==> src/rtl/ram_okuma_denetleyici.sv <==
// ram_okuma_denetleyici
// Burst read controller for the read port of a synchronous dual-port RAM.
// A start command (basla) with a base address and a word count launches a
// burst. The block drives the RAM read signals, captures each returned word
// into a 2-entry output buffer, and streams the words out on a valid/ready
// interface at up to one word per clock with full backpressure.
//
// Ports
//   clk, rst_n           clock (also the RAM read clock), async active-low reset
//   basla                start strobe, sampled only while idle
//   baslangic_addr       burst base address
//   uzunluk              burst length in words (0 = no reads, just bitti)
//   mesgul               burst in progress
//   bitti                one-cycle completion pulse
//   ram_oku_addr/cs/oe   RAM read address and strobes (registered)
//   ram_we               RAM write enable, tied low
//   ram_oku_data         RAM read data
//   cikis_data/valid     output stream head
//   cikis_ready          output stream backpressure
//
// State  | meaning
// -------+------------------------------------------
// BOSTA  | idle, waiting for basla
// OKU    | reads remain to be issued
// BOSALT | all reads issued, draining buffer/in-flight
module ram_okuma_denetleyici #(
  parameter int ADDR_WIDTH = 4,
  parameter int DATA_WIDTH = 16,
  parameter int LEN_WIDTH  = ADDR_WIDTH + 1
) (
  input  logic                  clk,
  input  logic                  rst_n,
  input  logic                  basla,
  input  logic [ADDR_WIDTH-1:0] baslangic_addr,
  input  logic [LEN_WIDTH-1:0]  uzunluk,
  output logic                  mesgul,
  output logic                  bitti,
  output logic [ADDR_WIDTH-1:0] ram_oku_addr,
  output logic                  ram_cs,
  output logic                  ram_oe,
  output logic                  ram_we,
  input  logic [DATA_WIDTH-1:0] ram_oku_data,
  output logic [DATA_WIDTH-1:0] cikis_data,
  output logic                  cikis_valid,
  input  logic                  cikis_ready
);

  typedef enum logic [1:0] {BOSTA, OKU, BOSALT} durum_t;

  durum_t                durum;
  logic [ADDR_WIDTH-1:0] isaretci;
  logic [LEN_WIDTH-1:0]  kalan;
  logic [DATA_WIDTH-1:0] ikinci_data;
  logic                  ikinci_valid;

  logic       ucusta;
  logic       pop;
  logic       kabul;
  logic       oku;
  logic [1:0] doluluk;
  logic [2:0] tahmini;

  assign ram_we = 1'b0;

  // A read issued last cycle (ram_cs still high) returns its data this cycle.
  assign ucusta  = ram_cs;
  assign pop     = cikis_valid & cikis_ready;
  assign doluluk = {1'b0, cikis_valid} + {1'b0, ikinci_valid};
  // Occupancy after this edge's pop and capture; issuing only below 2 keeps
  // buffered + in-flight words within the 2-entry buffer.
  assign tahmini = {1'b0, doluluk} + {2'b00, ucusta} - {2'b00, pop};
  assign kabul   = (durum == BOSTA) & basla & (uzunluk != '0);
  assign oku     = (kabul | (durum == OKU)) & (tahmini < 3'd2);

  always_ff @(posedge clk or negedge rst_n) begin
    if (!rst_n) begin
      durum        <= BOSTA;
      isaretci     <= '0;
      kalan        <= '0;
      ikinci_data  <= '0;
      ikinci_valid <= 1'b0;
      cikis_data   <= '0;
      cikis_valid  <= 1'b0;
      ram_oku_addr <= '0;
      ram_cs       <= 1'b0;
      ram_oe       <= 1'b0;
      mesgul       <= 1'b0;
      bitti        <= 1'b0;
    end else begin
      bitti <= 1'b0;

      // Output buffer: cikis_* is the head entry, ikinci_* the second.
      if (pop) begin
        if (ikinci_valid) begin
          cikis_data   <= ikinci_data;
          ikinci_valid <= ucusta;
          if (ucusta) ikinci_data <= ram_oku_data;
        end else begin
          cikis_valid <= ucusta;
          if (ucusta) cikis_data <= ram_oku_data;
        end
      end else if (ucusta) begin
        if (!cikis_valid) begin
          cikis_valid <= 1'b1;
          cikis_data  <= ram_oku_data;
        end else begin
          ikinci_valid <= 1'b1;
          ikinci_data  <= ram_oku_data;
        end
      end

      ram_cs <= oku;
      ram_oe <= oku;
      if (oku) ram_oku_addr <= kabul ? baslangic_addr : isaretci;

      case (durum)
        BOSTA: begin
          if (basla) begin
            if (uzunluk == '0) begin
              bitti <= 1'b1;
            end else begin
              isaretci <= baslangic_addr + ADDR_WIDTH'(1);
              kalan    <= uzunluk - LEN_WIDTH'(1);
              durum    <= (uzunluk == LEN_WIDTH'(1)) ? BOSALT : OKU;
              mesgul   <= 1'b1;
            end
          end
        end
        OKU: begin
          if (oku) begin
            isaretci <= isaretci + ADDR_WIDTH'(1);
            kalan    <= kalan - LEN_WIDTH'(1);
            if (kalan == LEN_WIDTH'(1)) durum <= BOSALT;
          end
        end
        BOSALT: begin
          if (!ucusta && (doluluk == {1'b0, pop})) begin
            durum  <= BOSTA;
            mesgul <= 1'b0;
            bitti  <= 1'b1;
          end
        end
        default: begin
          durum  <= BOSTA;
          mesgul <= 1'b0;
        end
      endcase
    end
  end

endmodule

==> config.mk <==
export PLATFORM = sky130hd
export DESIGN_NAME = ram_okuma_denetleyici
export DESIGN_NICKNAME = d
export VERILOG_FILES = /design/src/rtl/ram_okuma_denetleyici.sv
export SDC_FILE = /design/constraint.sdc
export NUM_CORES = 1
export LEC_CHECK = 0
export CAP_MARGIN = 20
export CORE_ASPECT_RATIO = 0.9
export CORE_MARGIN = 2
export CORE_UTILIZATION = 40
export CTS_BUF_LIST = sky130_fd_sc_hd__clkbuf_4 sky130_fd_sc_hd__clkbuf_8
export CTS_CLUSTER_SIZE = 16
export DETAILED_ROUTE_END_ITERATION = 6
export SKIP_CTS_REPAIR_TIMING = 1
export SYNTH_ARGS = -nofsm -noshare
export SYNTH_HDL_FRONTEND = slang
export SYNTH_SLANG_ARGS = --single-unit
==> constraint.sdc <==
create_clock -name clk -period 5.2 [get_ports clk]
set_input_delay 1.56 -clock clk [delete_from_list [all_inputs] [get_ports clk]]
set_output_delay 1.56 -clock clk [all_outputs]
set_load 0.1 [all_outputs]
Yosys cells after proc, flatten, opt, wreduce, memory -nomap -nowiden
Index checks and enable logic that the tools add are counted.
Widths: inputs -> output; s select.
- add/subtract/negate cells: 7
- magnitude comparators: 1
- equal/unequal tests: 14
- muxes and demuxes: 40
- bitwise operators: 6
- reduce and logical (&&, ||, !) cells: 16
- operator list (cell ; number):
    $mux 16 ; 9
    $mux 4 ; 4
    $mux 5 ; 3
    $ne 2x2->1 const B ; 7
    $mux 1 ; 13
    $mux 2 ; 6
    $reduce_and 4->1 ; 3
    $eq 5x1->1 const B ; 2
    $pmux 5 s2 ; 1
    $sub 5x1->5 const B ; 2
    $add 4x1->4 const B ; 2
    $pmux 4 s2 ; 1
    $reduce_bool 2->1 ; 4
    $pmux 2 s3 ; 1
    $logic_not 5->1 ; 1
    $reduce_and 5->1 ; 1
    $reduce_bool 5->1 ; 1
    $and 1x1->1 ; 4
    $ne 2x1->1 const B ; 2
    $reduce_and 2->1 ; 2
    $add 2x1->3 ; 1
    $lt 3x2->1 const B ; 1
    $pmux 1 s3 ; 1
    $reduce_and 3->1 ; 1
    other kinds (11) ; 11
- register bits after elaboration: 52
- bits of input ports: 29
- output and inout bits: 26
- word-level logic and storage cells: 95

Depth between registers and ports, before layout
- depth in word-level cells: 7
- mapped depth: 8

Least setup slack after synthesis
OpenSTA, ideal clock, no wires.
- path type: input to register
- start point: in uzunluk[1]
- end point: reg ram_oku_addr[1]
- library setup time: 0.125 ns
- data arrival time: 2.997 ns
- setup slack: 2.077 ns
- cell stages on the path: 6
- buffers on the path: 0
- cells stage by stage: inv_1 -> ha_1 -> or4b_4 -> nand2_2 -> mux2_2 -> mux2_2
- word-level cells in the longest chain between the ends: 4
- elaborated cells on any way between the ends: 5
- RTL lines (element ; RTL line ; source):
    from (decl) ; 35 ; input logic [LEN_WIDTH-1:0] uzunluk,
    $reduce_bool 5->1 (*) ; 72 ; assign kabul = (durum == BOSTA) & basla & (uzunluk != '0);
    $and 1x1->1 (*) ; 72 ;
    $or 1x1->1 ; 73 ; assign oku = (kabul | (durum == OKU)) & (tahmini < 3'd2);
    $and 1x1->1 ; 73 ;
    to (signal assigned) ; 114 ; if (oku) ram_oku_addr <= kabul ? baslangic_addr : isaretci;
    to (decl) ; 38 ; output logic [ADDR_WIDTH-1:0] ram_oku_addr,
Every way passes the cells marked *; elsewhere a longest branch is shown, timed or not.
A chain may end at the register's enable or synchronous reset.

==> results by group <==
Layout
  – Synth-to-Final Area Change: 27.07%
  – Share of layout cells above drive strength 1: ~16%
  – Commonest non-fill, non-tap cells in the layout: 52 x dfrtp_1, 52 x clkdlybuf4s50_1, 30 x nand2_1, 26 x o21ai_0, 23 x mux2_2
  – # nets final: about 330
  – Antenna Cells: 0

Floorplanning
  – Die width: 90.14 µm
  – Die ar.: 0.007349 mm²
  – Core ar.: 0.006516 mm²
  – Num ports: 55
  – Starting Density: 40.99%
  – Core Rows: 28
  – Die Y: 81.53 µm

Worst setup path
  – Critical Path End Type: primary output
  – CP bufs+invs: 1
  – Worst Path Required: 3.64 ns
  – Worst setup SP type: flop
  – CP max-delay cell: clkdlybuf4s50_1
  – FF-to-FF End: isaretci[3]
  – R2r worst-path depth: 5
  – CP peak stage delay: 1.19 ns
  – Stages on worst setup path: 1
  – Crit path DAT: around 2 ns
  – Worst reg2reg setup slack: ~2.8 ns
  – FF-to-FF Start: durum[0]
  – CP top delay family: buffers and inverters
  – Critical path class: flop to primary output
  – Crit path cell chain: clkdlybuf4s50_1
  – Worst-path fanout max: 10

Worst hold path
  – Hold depth: 2
  – Hold_sp: cikis_data[15]
  – Hold Path Sink: cikis_data[15]
  – Hold WC Path Type: flop to flop

Clock tree
  – H-tree depth: 2
  – Later-pin clock latency in the skew report: roughly 0.30 ns
  – Clock Tree Buf Depth: 2
  – Clock transition at path regs: 0.09 ns
  – Clk root buf: clkbuf_8
  – Num CTS Buffers: 5
  – Clock sink total: 52
  – CTS tree: yes

Logic synthesis
  – Post-synth ARST share: 100.0%
  – Synthesized Nets: around 280
  – Yosys reg bits: 52
  – Post-synthesis sequential area ratio: 48.71%
  – Post-synth EDFFs: 0
  – Synth unique cells: 50
  – Mean Syn Cell Area: 10.90 µm²
  – Largest cells by area after synthesis: dfrtp_1 49%, mux2_2 9.7%, mux2i_1 6.7%, o21ai_0 4.9%, nand2_1 4.2%
  – Cell area after synthesis: 0.002671 mm²
  – Synth area leader: dfrtp_1
  – Synth Flop Type: dfrtp_1
  – Area share of the largest cell type after synthesis: 48.71%
  – Synth Instances: 245
  – Yosys warns: 0

Detailed routing
  – 1st-iter DRT viols: 76
  – Detailed Routing Iterations Pass 1: 4
  – DR vias: 1934
  – WL per Instance: 13.98 µm
  – Antenna-violating nets left: 0
  – Vias/cell: ~5.0
  – # DRC: 0
  – Total Routed Length: 5.426 mm

Timing
  – Worst slew pin tran: 1.000 ns
  – Unrepaired setup endpoints after global routing: no
  – Final hold violation count: 0
  – F_max: about 280 MHz
  – Share of the clock period used by the worst path: 68.52%
  – Rel. slew slack: 33.11%
  – Final setup fails: 0
  – Clock skew: 0.006790 ns
  – Min cycle time layout: 3.563 ns
  – Slew Limit Fails: 0
  – Sum Neg Setup Slack: 0 ns

Run
  – Maxcap violations: 0

Global route
  – Number of global-route vias before repair: 1874
  – Initial antenna violation count: 0
  – Pin count of the biggest net entering global routing: 41
  – Global route overflow: 0
  – Total track usage: 15.50%
  – First-pass GRT wire length: between 9 and 10 mm

Run status
  – Status: finished, final reports clean

Placement
  – GPL Wtd Cong: 0.8380
  – Dpl hpwl: 3.901 mm
  – Buffers added on ports: 53
cells by family after synthesis:
kind of cell | after synthesis | share of synthesized area (%)
XOR/XNOR | 5 | 1.639
flip-flops | 52 | 48.71
multiplexers | 43 | 17.47
AO/OA/AOI/OAI | 53 | 12.74
AND/OR/NAND/NOR | 63 | 12.27
buffers and inverters | 21 | 3.747
adder cells (fa/ha/maj) | 7 | 3.279
other | 1 | 0.1404
per-layer routing:
layer  share of wire [%]  vias to the layer above  track usage (%)
met5                   0                        -                0
li1                    -                      977                -
met3                 4.3                        4            3.211
met4                0.74                        0            3.692
met1                  49                      908            21.24
met2                  46                       45            25.64
sequential cells by signal, indices dropped and copies added (netlist names):
register	cells
ram_oe	1
cikis_data	16
isaretci	4
kalan	5
ram_oku_addr	4
ikinci_data	16
ikinci_valid	1
mesgul	1
durum	2
cikis_valid	1
bitti	1
per-stage QoR:
| stage | std cells | util (%) | setup slack, ns | cell area [µm²] | hold WS [ns] |
|---|---|---|---|---|---|
| 2_1_floorplan | 245 | - | 2.078 | 2671 | 0.4787 |
| 3_3_place_gp | 379 | 50.15 | 1.520 | 3268 | 0.4619 |
| 3_5_place_dp | 379 | 50.15 | 1.484 | 3268 | 0.4692 |
| 4_1_cts | 387 | 51.86 | 1.617 | 3379 | 0.4910 |
| 5_1_grt | 388 | 52.09 | 1.533 | 3395 | 0.5181 |
| 6_report | 388 | 52.09 | 1.637 | 3395 | 0.4851 |
worst register-to-register path: cells and delay by family, from the launching register on:
kind	cells	cell delay, ns
and+or+nand+nor	2	0.90
DFF	1	0.56
muxes	1	0.48
AOI/OAI and AO/OA	2	0.33
worst max-delay path by stage:
stage	startpoint	endpoint
floorplan	uzunluk[1]	ram_oku_addr[1]
global placement	uzunluk[0]	ram_oku_addr[1]
global route	ram_oe	ram_cs
finish	ram_oe	ram_cs
detailed placement	uzunluk[0]	ram_oku_addr[1]
CTS	ram_oe	ram_cs
layout make-up:
type | count | area (µm²)
repair buffers | 56 | 555.5
multi-input cells | 172 | 1276
inverters | 10 | 37.54
clock buffers | 6 | 76.32
well taps | 90 | 112.6
fillers | 605 | 3122
clock inverters | 2 | 35.03
flip-flops and latches | 52 | 1301
synth_stat cells (3+ instances only):
| cell type | count |
|---|---|
| clkbuf_1 | 5 |
| nand3_1 | 4 |
| inv_1 | 10 |
| o22ai_1 | 4 |
| mux2i_1 | 18 |
| nand2b_1 | 3 |
| xnor2_1 | 4 |
| o21ai_0 | 26 |
| a21oi_1 | 5 |
| nand2_1 | 30 |
| nor3_1 | 6 |
| mux2_2 | 23 |
| buf_2 | 3 |
| dfrtp_1 | 52 |
| nor2_1 | 5 |
| ha_1 | 7 |
Power is left out: the tool's default activity adds up to more than one toggle a clock period on the data nets, which glitch-free logic cannot reach.
